`src/rtl/cpu5arm_pkg.sv`:
```
// Shared definitions for the 5-stage LEGv8 core: pipeline sequencer state
// encoding, the zero-register index, decode opcodes, the bubble instruction
// and the bundle of pipeline-register controls the sequencer drives.
package cpu5arm_pkg;

   typedef enum logic [1:0] {
      ST_RUN      = 2'd0,
      ST_MEMWAIT  = 2'd1,
      ST_LDSTALL  = 2'd2,
      ST_REDIRECT = 2'd3
   } pipe_state_e;

   localparam logic [4:0]  XZR      = 5'd31;

   localparam logic [10:0] OP_LDUR  = 11'b11010000000;
   localparam logic [10:0] OP_STUR  = 11'b11010000001;
   localparam logic [7:0]  OP_CBZ   = 8'b10110100;
   localparam logic [7:0]  OP_CBNZ  = 8'b10110101;
   localparam logic [7:0]  OP_BCOND = 8'b01010100;

   // ADD XZR, XZR, XZR: no architectural effect, used as the pipeline bubble
   localparam logic [31:0] NOP_INSN = 32'h8B1F03FF;

   typedef struct packed {
      logic pc_we;
      logic pc_sel_tgt;
      logic ifid_we;
      logic ifid_flush;
      logic idex_we;
      logic idex_bubble;
      logic exmem_we;
   } pipe_ctl_t;

   //                                    pc  tgt ifid flsh idex bub exmem
   localparam pipe_ctl_t CTL_RUN    = '{1'b1,1'b0,1'b1,1'b0,1'b1,1'b0,1'b1};
   localparam pipe_ctl_t CTL_FREEZE = '{1'b0,1'b0,1'b0,1'b0,1'b0,1'b0,1'b0};
   localparam pipe_ctl_t CTL_BRANCH = '{1'b1,1'b1,1'b1,1'b1,1'b1,1'b1,1'b1};
   localparam pipe_ctl_t CTL_LDUSE  = '{1'b0,1'b0,1'b0,1'b0,1'b1,1'b1,1'b1};
   localparam pipe_ctl_t CTL_RESET  = '{1'b0,1'b0,1'b0,1'b1,1'b1,1'b1,1'b0};

endpackage

```
`src/rtl/cpu5arm_sat_counter.sv`:
```
// Saturating up-counter with synchronous active-low clear.
//   clk_i   : clock, rising edge
//   clr_n_i : synchronous clear, active low (wins over inc_i)
//   inc_i   : count up by one this cycle
//   cnt_o   : current count, sticks at all-ones
module cpu5arm_sat_counter #(
   parameter int W = 16
) (
   input  logic         clk_i,
   input  logic         clr_n_i,
   input  logic         inc_i,
   output logic [W-1:0] cnt_o
);

   logic [W-1:0] cnt_q, cnt_d;

   always_comb begin
      cnt_d = cnt_q;
      if (inc_i && (cnt_q != '1))
         cnt_d = cnt_q + W'(1);
   end

   always_ff @(posedge clk_i) begin
      if (!clr_n_i) cnt_q <= '0;
      else          cnt_q <= cnt_d;
   end

   assign cnt_o = cnt_q;

endmodule

```
`src/rtl/cpu5arm_pipe_ctrl.sv`:
```
// Central pipeline sequencer for the 5-stage LEGv8 core. Produces stage
// enables, IF/ID flush and ID/EX bubble for load-use hazards, taken-branch
// redirects and variable-latency data memory accesses, plus saturating
// stall / flush counters.
//   clk, reset (sync, active low)
//   id_*  : ID-stage source registers and their use flags
//   ex_*  : EX-stage destination and load flag
//   mem_valid / dmem_ack : data memory access in MEM and its completion
//   br_taken : branch resolved taken in MEM
//   pc_we .. exmem_we : pipeline register controls
//   dmem_req : data memory request
//   state : sequencer state (RUN/MEMWAIT/LDSTALL/REDIRECT)
//   stall_cnt / flush_cnt : saturating performance counters
module cpu5arm_pipe_ctrl
   import cpu5arm_pkg::*;
#(
   parameter int         CNT_W           = 16,
   parameter int         REDIRECT_CYCLES = 1,
   parameter logic [4:0] XZR_IDX         = XZR
) (
   input  logic             clk,
   input  logic             reset,
   input  logic             id_valid,
   input  logic [4:0]       id_rn,
   input  logic [4:0]       id_rm,
   input  logic             id_use_rn,
   input  logic             id_use_rm,
   input  logic             ex_valid,
   input  logic             ex_is_load,
   input  logic [4:0]       ex_rd,
   input  logic             mem_valid,
   input  logic             dmem_ack,
   input  logic             br_taken,
   output logic             pc_we,
   output logic             pc_sel_tgt,
   output logic             ifid_we,
   output logic             ifid_flush,
   output logic             idex_we,
   output logic             idex_bubble,
   output logic             exmem_we,
   output logic             dmem_req,
   output logic [1:0]       state,
   output logic [CNT_W-1:0] stall_cnt,
   output logic [CNT_W-1:0] flush_cnt
);

   localparam logic [2:0] RC_INIT = 3'(REDIRECT_CYCLES);

   pipe_state_e state_q, state_d;
   logic [2:0]  rc_q, rc_d;
   pipe_ctl_t   ctl;
   logic        freeze, load_use, in_redirect, lu_eff;
   logic        stall_inc, flush_inc;

   assign freeze   = mem_valid & ~dmem_ack;
   assign load_use = id_valid & ex_valid & ex_is_load & (ex_rd != XZR_IDX) &
                     ((id_use_rn & (id_rn == ex_rd)) | (id_use_rm & (id_rm == ex_rd)));

   // While a redirect is pending (including one parked behind a memory wait)
   // ID only holds flushed slots, so a hazard seen there is meaningless and
   // must not knock the sequencer out of its redirect countdown.
   assign in_redirect = (state_q == ST_REDIRECT) |
                        ((state_q == ST_MEMWAIT) & (rc_q != 3'd0));
   assign lu_eff      = load_use & ~in_redirect;

   always_comb begin
      ctl       = CTL_RUN;
      state_d   = state_q;
      rc_d      = rc_q;
      stall_inc = 1'b0;
      flush_inc = 1'b0;
      if (freeze) begin
         // rc holds so a redirect interrupted by the wait resumes intact
         ctl       = CTL_FREEZE;
         state_d   = ST_MEMWAIT;
         stall_inc = 1'b1;
      end else if (br_taken) begin
         ctl       = CTL_BRANCH;
         state_d   = ST_REDIRECT;
         rc_d      = RC_INIT;
         flush_inc = 1'b1;
      end else if (lu_eff) begin
         ctl       = CTL_LDUSE;
         state_d   = ST_LDSTALL;
         stall_inc = 1'b1;
      end else begin
         unique case (state_q)
            ST_MEMWAIT:  state_d = (rc_q != 3'd0) ? ST_REDIRECT : ST_RUN;
            ST_REDIRECT: begin
               ctl.ifid_flush = 1'b1;
               rc_d    = (rc_q != 3'd0) ? rc_q - 3'd1 : 3'd0;
               state_d = (rc_q <= 3'd1) ? ST_RUN : ST_REDIRECT;
            end
            default:     state_d = ST_RUN;
         endcase
      end
      if (!reset) begin
         ctl       = CTL_RESET;
         state_d   = ST_RUN;
         rc_d      = 3'd0;
         stall_inc = 1'b0;
         flush_inc = 1'b0;
      end
   end

   always_ff @(posedge clk) begin
      if (!reset) begin
         state_q <= ST_RUN;
         rc_q    <= 3'd0;
      end else begin
         state_q <= state_d;
         rc_q    <= rc_d;
      end
   end

   cpu5arm_sat_counter #(.W(CNT_W)) u_stall_cnt (
      .clk_i   (clk),
      .clr_n_i (reset),
      .inc_i   (stall_inc),
      .cnt_o   (stall_cnt)
   );

   cpu5arm_sat_counter #(.W(CNT_W)) u_flush_cnt (
      .clk_i   (clk),
      .clr_n_i (reset),
      .inc_i   (flush_inc),
      .cnt_o   (flush_cnt)
   );

   assign pc_we       = ctl.pc_we;
   assign pc_sel_tgt  = ctl.pc_sel_tgt;
   assign ifid_we     = ctl.ifid_we;
   assign ifid_flush  = ctl.ifid_flush;
   assign idex_we     = ctl.idex_we;
   assign idex_bubble = ctl.idex_bubble;
   assign exmem_we    = ctl.exmem_we;
   assign dmem_req    = reset & mem_valid;
   assign state       = state_q;

endmodule

```
`config.mk`:
```
export PLATFORM = sky130hd
export DESIGN_NAME = cpu5arm_pipe_ctrl
export DESIGN_NICKNAME = d
export VERILOG_FILES = /design/src/rtl/cpu5arm_pkg.sv /design/src/rtl/cpu5arm_sat_counter.sv /design/src/rtl/cpu5arm_pipe_ctrl.sv
export SDC_FILE = /design/constraint.sdc
export NUM_CORES = 1
export LEC_CHECK = 0
export ABC_AREA = 1
export CAP_MARGIN = 10
export CORE_MARGIN = 3
export CORE_UTILIZATION = 40
export CTS_CLUSTER_DIAMETER = 50
export CTS_CLUSTER_SIZE = 28
export DETAILED_ROUTE_END_ITERATION = 8
export HOLD_SLACK_MARGIN = 0.05
export PLACE_DENSITY = 0.78
export REMOVE_ABC_BUFFERS = 1
export SETUP_SLACK_MARGIN = 0.5
export SLEW_MARGIN = 20
export SYNTH_ARGS = -nofsm -noshare
export SYNTH_HDL_FRONTEND = slang
export SYNTH_HIERARCHICAL = 1
export SYNTH_SLANG_ARGS = --single-unit
```
`constraint.sdc`:
```
create_clock -name clk -period 2.5 [get_ports clk]
set_input_delay 0.25 -clock clk [delete_from_list [all_inputs] [get_ports clk]]
set_output_delay 0.25 -clock clk [all_outputs]
set_load 0.02 [all_outputs]
```
Word-level counts from Yosys, hierarchy flattened. Cells that the tools add are included.

$add $sub $neg: 3. Magnitude comparators: 1. Equal/unequal tests: 8. Multiplexer cells: 24. Bitwise logic cells: 16. Reductions and logical operators: 6.

Operator list (count): adder 16 x 1 -> 16 bit, second input constant (2); != test 16 bit, second input constant (2); two-way mux 7 bit (3); two-way mux 3 bit (5); bitwise AND 1 bit (10); == test 5 bit (2); two-way mux 1 bit (10); two-way mux 2 bit (5); != test 5 bit, second input constant (1); inverter 1 bit (4); case mux 2 bit (2 select lines) (1); less-or-equal comparator 3 x 1 -> 1 bit, second input constant (1); AND reduction 3 bit (1); nonzero test 3 bit (1); subtractor 3 x 1 -> 3 bit, second input constant (1); == test 2 x 1 -> 1 bit, second input constant (1); == test 2 bit, second input constant (1); logical AND 1 bit (2); != test 2 bit, second input constant (1); OR 1 bit (2); nonzero test 2 bit (1); OR reduction 2 bit (1).

Bits in registers: 37. Input port bits: 25. Output and inout bits: 42. Word-level logic and storage cells: 63.

Logic depth before layout (Yosys ltp). Gate-level depths: netlist (run 1).

Word-level depth: 10. Mapped depth: 16.

Modules after synthesis. The synthesis (run 1) kept the hierarchy.

By module, submodules not included: cpu5arm_sat_counter (times used 2, cells an instance 149, area an instance 996.0 µm²); cpu5arm_pipe_ctrl (times used 1, cells an instance 112, area an instance 569.3 µm²).

Worst setup path after synthesis (run 1). Ideal clock, no wire load.

Path type: input port to flip-flop. Start point: input port br_taken. End point: register u_flush_cnt.cnt_q[13], in the netlist u_flush_cnt/cnt_o[13]. Setup time: 0.115 ns. Arrival: 1.731 ns. Data required time: 2.385 ns. Slack: 0.654 ns. Stages on the path: 9. Path through: inv_1 nor3_1 buf_4 nand3_1 or2_0 nor2_1 nand3_1 nand2_1 nor2_1.

Word-level cells in the longest chain between the ends: 4.

Ends and longest elaborated chain: start: declaration (RTL line cpu5arm_pipe_ctrl.sv:33) `input logic br_taken,`; two-way mux 1 bit (RTL line cpu5arm_pipe_ctrl.sv:77) `end else if (br_taken) begin`; two-way mux 1 bit (RTL line cpu5arm_pipe_ctrl.sv:72) `if (freeze) begin`; two-way mux 1 bit (RTL line cpu5arm_pipe_ctrl.sv:97) `if (!reset) begin`; logical AND 1 bit (RTL line cpu5arm_sat_counter.sv:19) `if (inc_i && (cnt_q != '1))`; end signal: assignment (RTL line cpu5arm_sat_counter.sv:25) `else cnt_q <= cnt_d;`; end: declaration (RTL line cpu5arm_sat_counter.sv:15) `logic [W-1:0] cnt_q, cnt_d;`.

Every way passes these cells. A chain may end at the register's enable or synchronous reset.

Worst setup path in the final report (run 1).
Start point: input port id_rm[0]. End point: register u_stall_cnt.cnt_q[13], in the netlist u_stall_cnt/cnt_o[13].

Word-level cells in the longest chain between the ends: 10.

Ends and longest elaborated chain: start: declaration (RTL line cpu5arm_pipe_ctrl.sv:25) `input logic [4:0] id_rm,`; == test 5 bit (RTL line cpu5arm_pipe_ctrl.sv:57) `((id_use_rn & (id_rn == ex_rd)) | (id_use_rm & (id_rm == ex_rd)));`; bitwise AND 1 bit (RTL line cpu5arm_pipe_ctrl.sv:57); OR 1 bit (RTL line cpu5arm_pipe_ctrl.sv:57); bitwise AND 1 bit (RTL line cpu5arm_pipe_ctrl.sv:56) `assign load_use = id_valid & ex_valid & ex_is_load & (ex_rd != XZR_IDX) &`; bitwise AND 1 bit (RTL line cpu5arm_pipe_ctrl.sv:64) `assign lu_eff = load_use & ~in_redirect;`; two-way mux 1 bit (RTL line cpu5arm_pipe_ctrl.sv:82) `end else if (lu_eff) begin`; two-way mux 1 bit (RTL line cpu5arm_pipe_ctrl.sv:77); two-way mux 1 bit (RTL line cpu5arm_pipe_ctrl.sv:72); two-way mux 1 bit (RTL line cpu5arm_pipe_ctrl.sv:97); net stall_inc (RTL line cpu5arm_pipe_ctrl.sv:53) `logic stall_inc, flush_inc;`; logical AND 1 bit (RTL line cpu5arm_sat_counter.sv:19); end signal: assignment (RTL line cpu5arm_sat_counter.sv:25); end: declaration (RTL line cpu5arm_sat_counter.sv:15).

The timed path passes the listed nets, and every way through them passes these cells.

==> run metrics, run 1 <==
Placed Area 3250 µm²; Setup crit end kind register; R2R Setup Slk 0.60 ns; static leakage 1.62 nW; async set-reset flop share out of synthesis 0; M1 WL 2.75 mm; Die Height 86.0 µm; routed via count 2705; Diodes inserted 0; worst-path fanout max 4; endpoints failing setup 0; crit path max-delay cell type clkdlybuf4s50_1; critical-path cell list clkdlybuf4s50_1, inv_1, nand2_1, nand2_2, nor2_2, nand3_1, nand2_2, nand3_4, o21ai_4, nand3_2, or2_0, nor2_1, nand3_1, nand2_1, nor2_1; clock-pin transition on the worst setup and hold timing paths 0.07 ns; most frequent cells in the layout nand2_1, nor2_1, clkdlybuf4s50_1; maxcap violations 0; Ports 67; Yosys cell types 26; Die W 86.0 µm; number of global-route vias before repair 2565; Cells after Synth 410; Min Hold Slack 0.483 ns; area leader, netlist dfxtp_1; Top Metal Used met4; detailed-placement wirelength estimate 4.90 mm; area of the multi-input gates 1610 µm²; level count of the clock H-tree 2; Initial DRC Count 93; ys flop type dfxtp_1; area share of the largest cell type after synthesis 0.289; CTS tree done; gpl congestion 0.843; hold buffer count at cts 0; Sequential Area 741 µm²; Seq/Total Area, Yosys 0.289; Hold Path Class register to register; commonest non-fill, non-tap cell in the layout nand2_1; crit share post-route 0.783; Row Count 28; Mapped Area 2560 µm²; CP Data Required Time 2.68 ns; Longest Clk Path Bufs 2; Hold Fails Final Rpt 0; Met2 Routed Length 3.12 mm; RSZ-0062 raised after global routing true; Area contributors post-synth dfxtp_1, nand2_1, nor2_1; CTS root buf clkbuf_8; reg2reg end u_stall_cnt/cnt_o[13]; clk_lat worst skew 0.28 ns; Post-CTS Setup Inserts 0; Achievable Freq 511 MHz; met3 wire length 365 µm; Reg2Reg Depth 13; startpoint types input port; post-route ant nets 0; Syn Area/Cell 6.25 µm²; Via density 4.88; IR drop worst, VDD 0.290 mV; total track usage 0.173; fin area 3420 µm²; Hold EP rc_q[2]; Critical Path Max Stage Delay 0.47 ns; worst reg2reg path startpoint rc_q[1]; die area 7400 µm²; CTS Buf Count 5; gr ovfl total 0; drt first pass iters 4; Critical Path AT 2.13 ns; Sum Neg Setup Slack 0 ns; DRC Markers 0; Worst-Margin Slew 0.271 ns; clock skew 0.00339 ns; Max-slew headroom 0.818; Worst Path Class, Setup input port to register; initial antenna violation count 0; Final Max Tran Viols 0; hold_sp rc_q[2]; pwr dens 360 nW/µm²; first-pass GRT wire length 10.7 mm; Placeable Area 6060 µm²; Hold Crit Depth 2; Final Critical Period 1.96 ns; Nets 506; wire per inst 11.4 µm; largest net degree at the start of global routing 39; Yosys reg bits 37; share of cells above drive strength 1 0.171; Initial Util 0.423; number of synthesized flops with an enable pin 0; Layout area overhead 33.6%; outcome complete, no violations; port bufs 66; total wire length 6.34 mm; Fillers 604; Clock Sink Count 37; YS warnings 6
==> cells by family after synthesis <==
logic type | Yosys count | share of synthesized area
simple gates | 294 | 0.545
buf+inv | 53 | 0.103
flops | 37 | 0.289
compound gates | 24 | 0.0537
fa+ha+maj | 2 | 0.00977
==> Yosys cell counts, types with 4 or more instances <==
| cell | number |
|---|---|
| nand2_2 | 9 |
| nor2_1 | 79 |
| nand3_1 | 30 |
| nand2_1 | 129 |
| inv_1 | 35 |
| nor2_2 | 17 |
| nor2_4 | 11 |
| a21oi_1 | 17 |
| nand2_4 | 4 |
| inv_2 | 11 |
| nor3_1 | 4 |
| dfxtp_1 | 37 |
| nand4_1 | 4 |
==> what timing repair did <==
item / in CTS / in global routing
pin swaps: 3 / 12
setup endpoints to repair: 11 / 23
gates resized for setup: 14 / 30
==> area by class of cell <==
type / count / share of cell area
sequential: 37 / 0.216
tap: 75 / 0.0274
timing repair buffer: 69 / 0.211
inverter: 46 / 0.0505
clock buffer: 7 / 0.0252
multi-input combinational: 320 / 0.469
==> critical path, delay by kind of cell <==
| kind | cells | cell delay [ns] |
|---|---|---|
| AO/OA/AOI/OAI | 1 | 0.19 |
| buffers and inverters | 2 | 0.51 |
| AND/OR/NAND/NOR | 12 | 1.17 |
==> how the worst max path moves through the flow <==
stage                       endpoint  slack (ns)  depth (start not counted)     start
6_report       u_stall_cnt/cnt_o[13]        0.54                         15  id_rm[0]
3_5_place_dp   u_stall_cnt/cnt_o[13]        0.11                         15  ex_rd[1]
2_1_floorplan  u_flush_cnt/cnt_o[13]        0.47                          8  br_taken
4_1_cts        u_stall_cnt/cnt_o[13]        0.43                         15  ex_rd[0]
3_3_place_gp   u_stall_cnt/cnt_o[13]        0.21                         15  ex_rd[0]
5_1_grt        u_stall_cnt/cnt_o[13]        0.47                         13   rc_q[0]
==> report_power, final <==
part           leakage (nW)  internal (W)  switching (W)
clock network        0.0443      0.000219       0.000206
logic                  1.28     0.0000897       0.000111
registers             0.300      0.000598     0.00000855
==> state kept, by name, summed over array words and instances (netlist names) <==
name               count
u_flush_cnt/cnt_o     16
u_stall_cnt/cnt_o     16
rc_q                   3
state                  2
==> stage by stage <==
step                 util  cells  power (W)  worst slack [ns]
floorplan               -    403   0.000719             0.465
global placement    0.536    547   0.000816             0.211
detailed placement  0.536    547   0.000821             0.106
CTS                 0.553    554    0.00125             0.428
global route        0.565    554    0.00130             0.470
finish              0.565    554    0.00123             0.543
==> layer usage <==
layer | vias to the layer above | GRT usage
met5 | - | 0
met4 | 0 | 0.0561
met1 | 1223 | 0.208
met2 | 71 | 0.305
met3 | 9 | 0.0384
li1 | 1402 | -
Power figures use the tool's default switching activity.
==> inputs of run 2 (changes only) <==
==> constraint.sdc (replaced) <==
create_clock -name clk -period 2.02 [get_ports clk]
set_input_delay 0.202 -clock clk [delete_from_list [all_inputs] [get_ports clk]]
set_output_delay 0.202 -clock clk [all_outputs]
set_load 0.02 [all_outputs]
==> run 2 against run 1 <==
Highest routed layer unchanged. Largest cell class unchanged. Critical path depth is the same. Routed wire length grew 9.8%. Register-to-register slack lost 0.54 ns. Clock skew grew 0.0036 ns. Core utilization grew 3.3 points. First-iteration DRC count grew 97%.
==> run metrics, run 2 (synthesized netlist as in run 1, its figures left out) <==
outcome complete, no violations; gpl congestion 0.906; switch share 0.277; Initial DRC Count 183; gr ovfl total 0; Max-slew headroom 0.836; Hold Path Class input port to register; Layout area overhead 41.4%; CTS tree done; Setup crit end kind register; Nets 532; Initial Util 0.423; Final Critical Period 1.98 ns; Fillers 575; Achievable Freq 504 MHz; crit share post-route 0.982; Met2 Routed Length 3.45 mm; DRC Markers 0; wire per inst 12.0 µm; clock network power share 0.323; detailed-placement wirelength estimate 4.96 mm; level count of the clock H-tree 2; share of cells above drive strength 1 0.267; IR drop worst, VDD 0.244 mV; CP Data Required Time 2.20 ns; commonest non-fill, non-tap cell in the layout nand2_1; Internal Pwr Total 0.00114 W; Critical Path Max Stage Delay 0.48 ns; Row Count 28; most frequent cells in the layout nand2_1, nor2_1, dlygate4sd2_1; Ports 67; Placeable Area 6060 µm²; first-pass GRT wire length 11.3 mm; Combinational Power Share 0.199; clock skew 0.00701 ns; crit path max-delay cell type clkdlybuf4s50_1; Die Height 86.0 µm; Final Max Tran Viols 0; number of global-route vias before repair 2635; clk_lat worst skew 0.29 ns; largest net degree at the start of global routing 23; initial antenna violation count 0; Hold Fails Final Rpt 0; clock-pin transition on the worst setup and hold timing paths 0.07 ns; Flop pwr share 0.479; endpoints failing setup 0; total track usage 0.182; RSZ-0062 raised after global routing true; port bufs 66; Worst-Margin Slew 0.246 ns; total wire length 6.96 mm; Worst Path Class, Setup input port to register; static leakage 1.89 nW; pwr dens 434 nW/µm²; Clock Sink Count 37; post-route ant nets 0; cell family with most CP delay simple AND/OR/NAND/NOR gates; routed via count 2869; Min Hold Slack 0.406 ns; Worst Path Buf+Inv 2; maxcap violations 0; CTS Buf Count 5; drt first pass iters 4; Top Metal Used met4; met3 wire length 424 µm; CTS root buf clkbuf_8; startpoint types input port; worst-path fanout max 4; final core utilization 0.598; die area 7400 µm²; P_sw 0.000435 W; Longest Clk Path Bufs 2; Die W 86.0 µm; critical-path cell list clkdlybuf4s50_1, inv_1, nand2_1, nand2_1, nor2_1, nand3_1, nand2_2, nand3_2, o21ai_4, nand3_2, or2_0, nor2_1, nand3_1, nand2_1, nor2_1; Via density 4.94; Diodes inserted 0; Critical Path AT 2.17 ns; M1 WL 3.01 mm
[run 2: metal layers]
metal  global-route usage  vias to the layer above
met2                0.322                       86
met4               0.0532                        0
li1                     -                     1458
met1                0.222                     1319
met5                    0                        -
met3               0.0365                        6
[run 2: repair_timing]
| item | in CTS | in global routing |
|---|---|---|
| cloned | 0 | 0 |
| hold buffers | 0 | 0 |
| setup buffers | 12 | 6 |
| pin swaps | 11 | 24 |
| gates resized for setup | 89 | 35 |
| setup endpoints to repair | 55 | 43 |
[run 2: worst register-to-register path, delay by kind of cell, from the launching register on]
| family | cells | cell delay (ns) |
|---|---|---|
| buf+inv | 1 | 0.06 |
| compound gates | 2 | 0.33 |
| flops | 1 | 0.33 |
| simple gates | 10 | 1.14 |
[run 2: final cells by class]
type / count / area (µm²) / share of cell area
well taps: 75 / 93.8 / 0.0259
clock inverters: 2 / 10.0 / 0.00276
repair buffers: 95 / 873 / 0.241
multi-input cells: 320 / 1650 / 0.456
flip-flops and latches: 37 / 749 / 0.207
inverters: 46 / 173 / 0.0477
clock buffers: 6 / 72.6 / 0.0200
[run 2: power groups by stage]
| stage | combinational (W) | clock, W | sequential [W] |
|---|---|---|---|
| 2_1_floorplan | 0.000114 | 0 | 0.000776 |
| 3_3_place_gp | 0.000253 | 0 | 0.000768 |
| 3_5_place_dp | 0.000257 | 0 | 0.000769 |
| 4_1_cts | 0.000285 | 0.000527 | 0.000752 |
| 5_1_grt | 0.000343 | 0.000559 | 0.000754 |
| 6_report | 0.000312 | 0.000507 | 0.000752 |
[run 2: final timing paths]
check	endpoint	cells past startpoint	startpoint	slack [ns]
hold / removal	state[0]	5	mem_valid	0.41
setup reg to reg	u_stall_cnt/cnt_o[13]	13	rc_q[1]	0.06
setup / recovery	u_stall_cnt/cnt_o[13]	15	id_rm[4]	0.04
hold reg to reg	u_flush_cnt/cnt_o[1]	2	u_flush_cnt/cnt_o[1]	0.51
[run 2: stage by stage]
stage | area, µm² | setup WS [ns] | power (W) | instances | setup TNS, ns
2_1_floorplan | 2470 | 0.0331 | 0.000890 | 403 | 0
3_3_place_gp | 3310 | -0.155 | 0.00102 | 555 | -1.19
3_5_place_dp | 3310 | -0.244 | 0.00103 | 555 | -2.44
4_1_cts | 3490 | 0.197 | 0.00156 | 575 | 0
5_1_grt | 3620 | -0.106 | 0.00166 | 581 | -0.122
6_report | 3620 | 0.0358 | 0.00157 | 581 | 0
==> inputs of run 3 (changes only) <==
--- a/config.mk
+++ b/config.mk
@@ -13,6 +13,7 @@
 export CTS_CLUSTER_SIZE = 28
 export DETAILED_ROUTE_END_ITERATION = 8
 export HOLD_SLACK_MARGIN = 0.05
+export MAX_ROUTING_LAYER = met4
 export PLACE_DENSITY = 0.78
 export REMOVE_ABC_BUFFERS = 1
 export SETUP_SLACK_MARGIN = 0.5
==> run 3 against run 2 <==
Die area did not move. Routed wire length did not move. Via count barely moved. Worst setup slack improved by 0.013 ns. Register-to-register slack barely moved. Critical path type unchanged. Largest cell class unchanged.
==> run metrics, run 3 (synthesized netlist as in run 1, its figures left out) <==
worst reg2reg path startpoint rc_q[1]; CTS Buf Count 5; Ports 67; Placeable Area 6060 µm²; static leakage 1.89 nW; DRC Markers 0; Setup crit end kind register; CTS root buf clkbuf_8; wire per inst 12.0 µm; die area 7400 µm²; share of cells above drive strength 1 0.267; Crit path depth 15; area of the multi-input gates 1650 µm²; number of global-route vias before repair 2632; Initial DRC Count 200; Layout area overhead 41.4%; level count of the clock H-tree 2; Initial Util 0.423; clock skew 0.00637 ns; R2R Setup Slk 0.07 ns; gpl congestion 0.922; detailed-placement wirelength estimate 4.96 mm; worst-path fanout max 4; Die W 86.0 µm; gr ovfl total 0; Diodes inserted 0; worst setup path start id_rm[4]; Max-slew headroom 0.837; maxcap violations 0; Nets 532; Placed Area 3310 µm²; RSZ-0062 raised after global routing true; total track usage 0.188; Die Height 86.0 µm; endpoints failing setup 0; crit path max-delay cell type clkdlybuf4s50_1; Longest Clk Path Bufs 2; Row Count 28; Critical Path Max Stage Delay 0.48 ns; Reg2Reg Depth 13; routed via count 2870; Setup WS pre-CTS -0.244 ns; Hold Fails Final Rpt 0; clk_lat worst skew 0.29 ns; Sum Neg Setup Slack 0 ns; critical-path cell list clkdlybuf4s50_1, inv_1, nand2_1, nand2_1, nor2_1, nand3_1, nand2_2, nand3_2, o21ai_4, nand3_2, or2_0, nor2_1, nand3_1, nand2_1, nor2_1; most frequent cells in the layout nand2_1, nor2_1, dlygate4sd2_1; outcome complete, no violations; Sequential Area 749 µm²; initial antenna violation count 0; Worst Path Buf+Inv 2; Final WS setup 0.0489 ns; Achievable Freq 507 MHz; cell family with most CP delay simple AND/OR/NAND/NOR gates; Clock Sink Count 37; CP endpoint u_stall_cnt/cnt_o[13]; Worst-Margin Slew 0.244 ns; Fillers 575; Critical Path AT 2.15 ns; met3 wire length 402 µm; M1 WL 3.02 mm; pwr dens 434 nW/µm²; drt first pass iters 4; IR drop worst, VDD 0.244 mV; Met2 Routed Length 3.46 mm; Hold Path Class input port to register; CP Data Required Time 2.20 ns; Min Hold Slack 0.403 ns; Via density 4.94; clock-pin transition on the worst setup and hold timing paths 0.08 ns; Final Max Tran Viols 0; crit share post-route 0.976; hold buffer count at cts 0; commonest non-fill, non-tap cell in the layout nand2_1; Top Metal Used met4; port bufs 66; first-pass GRT wire length 11.3 mm; post-route ant nets 0; Design Power 0.00157 W; Final Critical Period 1.97 ns; CTS tree done; Worst Path Class, Setup input port to register; largest net degree at the start of global routing 23; reg2reg end u_stall_cnt/cnt_o[13]; startpoint types input port; total wire length 6.96 mm; fin area 3620 µm²
run 3: cell counts in the layout (fill, tap and decap cells not counted):
Identical to the previous run, type by type.
run 3: worst reg2reg max path, stage by stage (launching register included):
cell and delay [ns]:
dfxtp_2 0.33, inv_2 0.06, nand2_2 0.06, o21ai_2 0.13, nand2_1 0.08, nor2_2 0.12
nand3_2 0.12, o21ai_4 0.20, nand3_2 0.12, or2_0 0.23, nor2_1 0.16, nand3_1 0.12
nand2_1 0.08, nor2_1 0.04
run 3: per-stage QoR:
| stage | std cells | util |
|---|---|---|
| 6_report | 581 | 0.598 |
| 5_1_grt | 581 | 0.598 |
| 4_1_cts | 575 | 0.575 |
| 3_5_place_dp | 555 | 0.546 |
| 3_3_place_gp | 555 | 0.546 |
| 2_1_floorplan | 403 | - |
run 3: power by group:
group	switching, W	total (W)	internal [W]
Clock	0.000268	0.000508	0.000239
Combinational	0.000156	0.000312	0.000156
Sequential	0.0000109	0.000752	0.000741
Total	0.000436	0.00157	0.00114
run 3: layout make-up:
| type | instances | share of cell area |
|---|---|---|
| clock buffer | 6 | 0.0200 |
| multi-input combinational | 320 | 0.456 |
| tap | 75 | 0.0259 |
| timing repair buffer | 95 | 0.241 |
| sequential | 37 | 0.207 |
| inverter | 46 | 0.0477 |
| clock inverter | 2 | 0.00276 |
run 3: routing by layer:
layer  up-vias  global-route usage
li1       1459                   -
met1      1326               0.224
met2        79               0.322
met3         6              0.0327
met4         0              0.0532
met5         -                   -
run 3: how the worst min path moves through the flow:
stage	slack (ns)	end	start	depth (start not counted)
after floorplan	0.31	state[0]	reset	2
final	0.40	state[0]	mem_valid	5
after global placement	0.46	rc_q[2]	rc_q[2]	2
after detailed placement	0.48	rc_q[1]	rc_q[1]	2
after global routing	0.41	state[0]	dmem_ack	4
after CTS	0.42	state[0]	br_taken	4
run 3: repair_timing:
action,in CTS,in global routing
buffers inserted,12,6
gates cloned,0,0
setup endpoints to repair,55,43
resized for setup,89,35
endpoints found under the hold margin,0,0
pin swaps,11,24
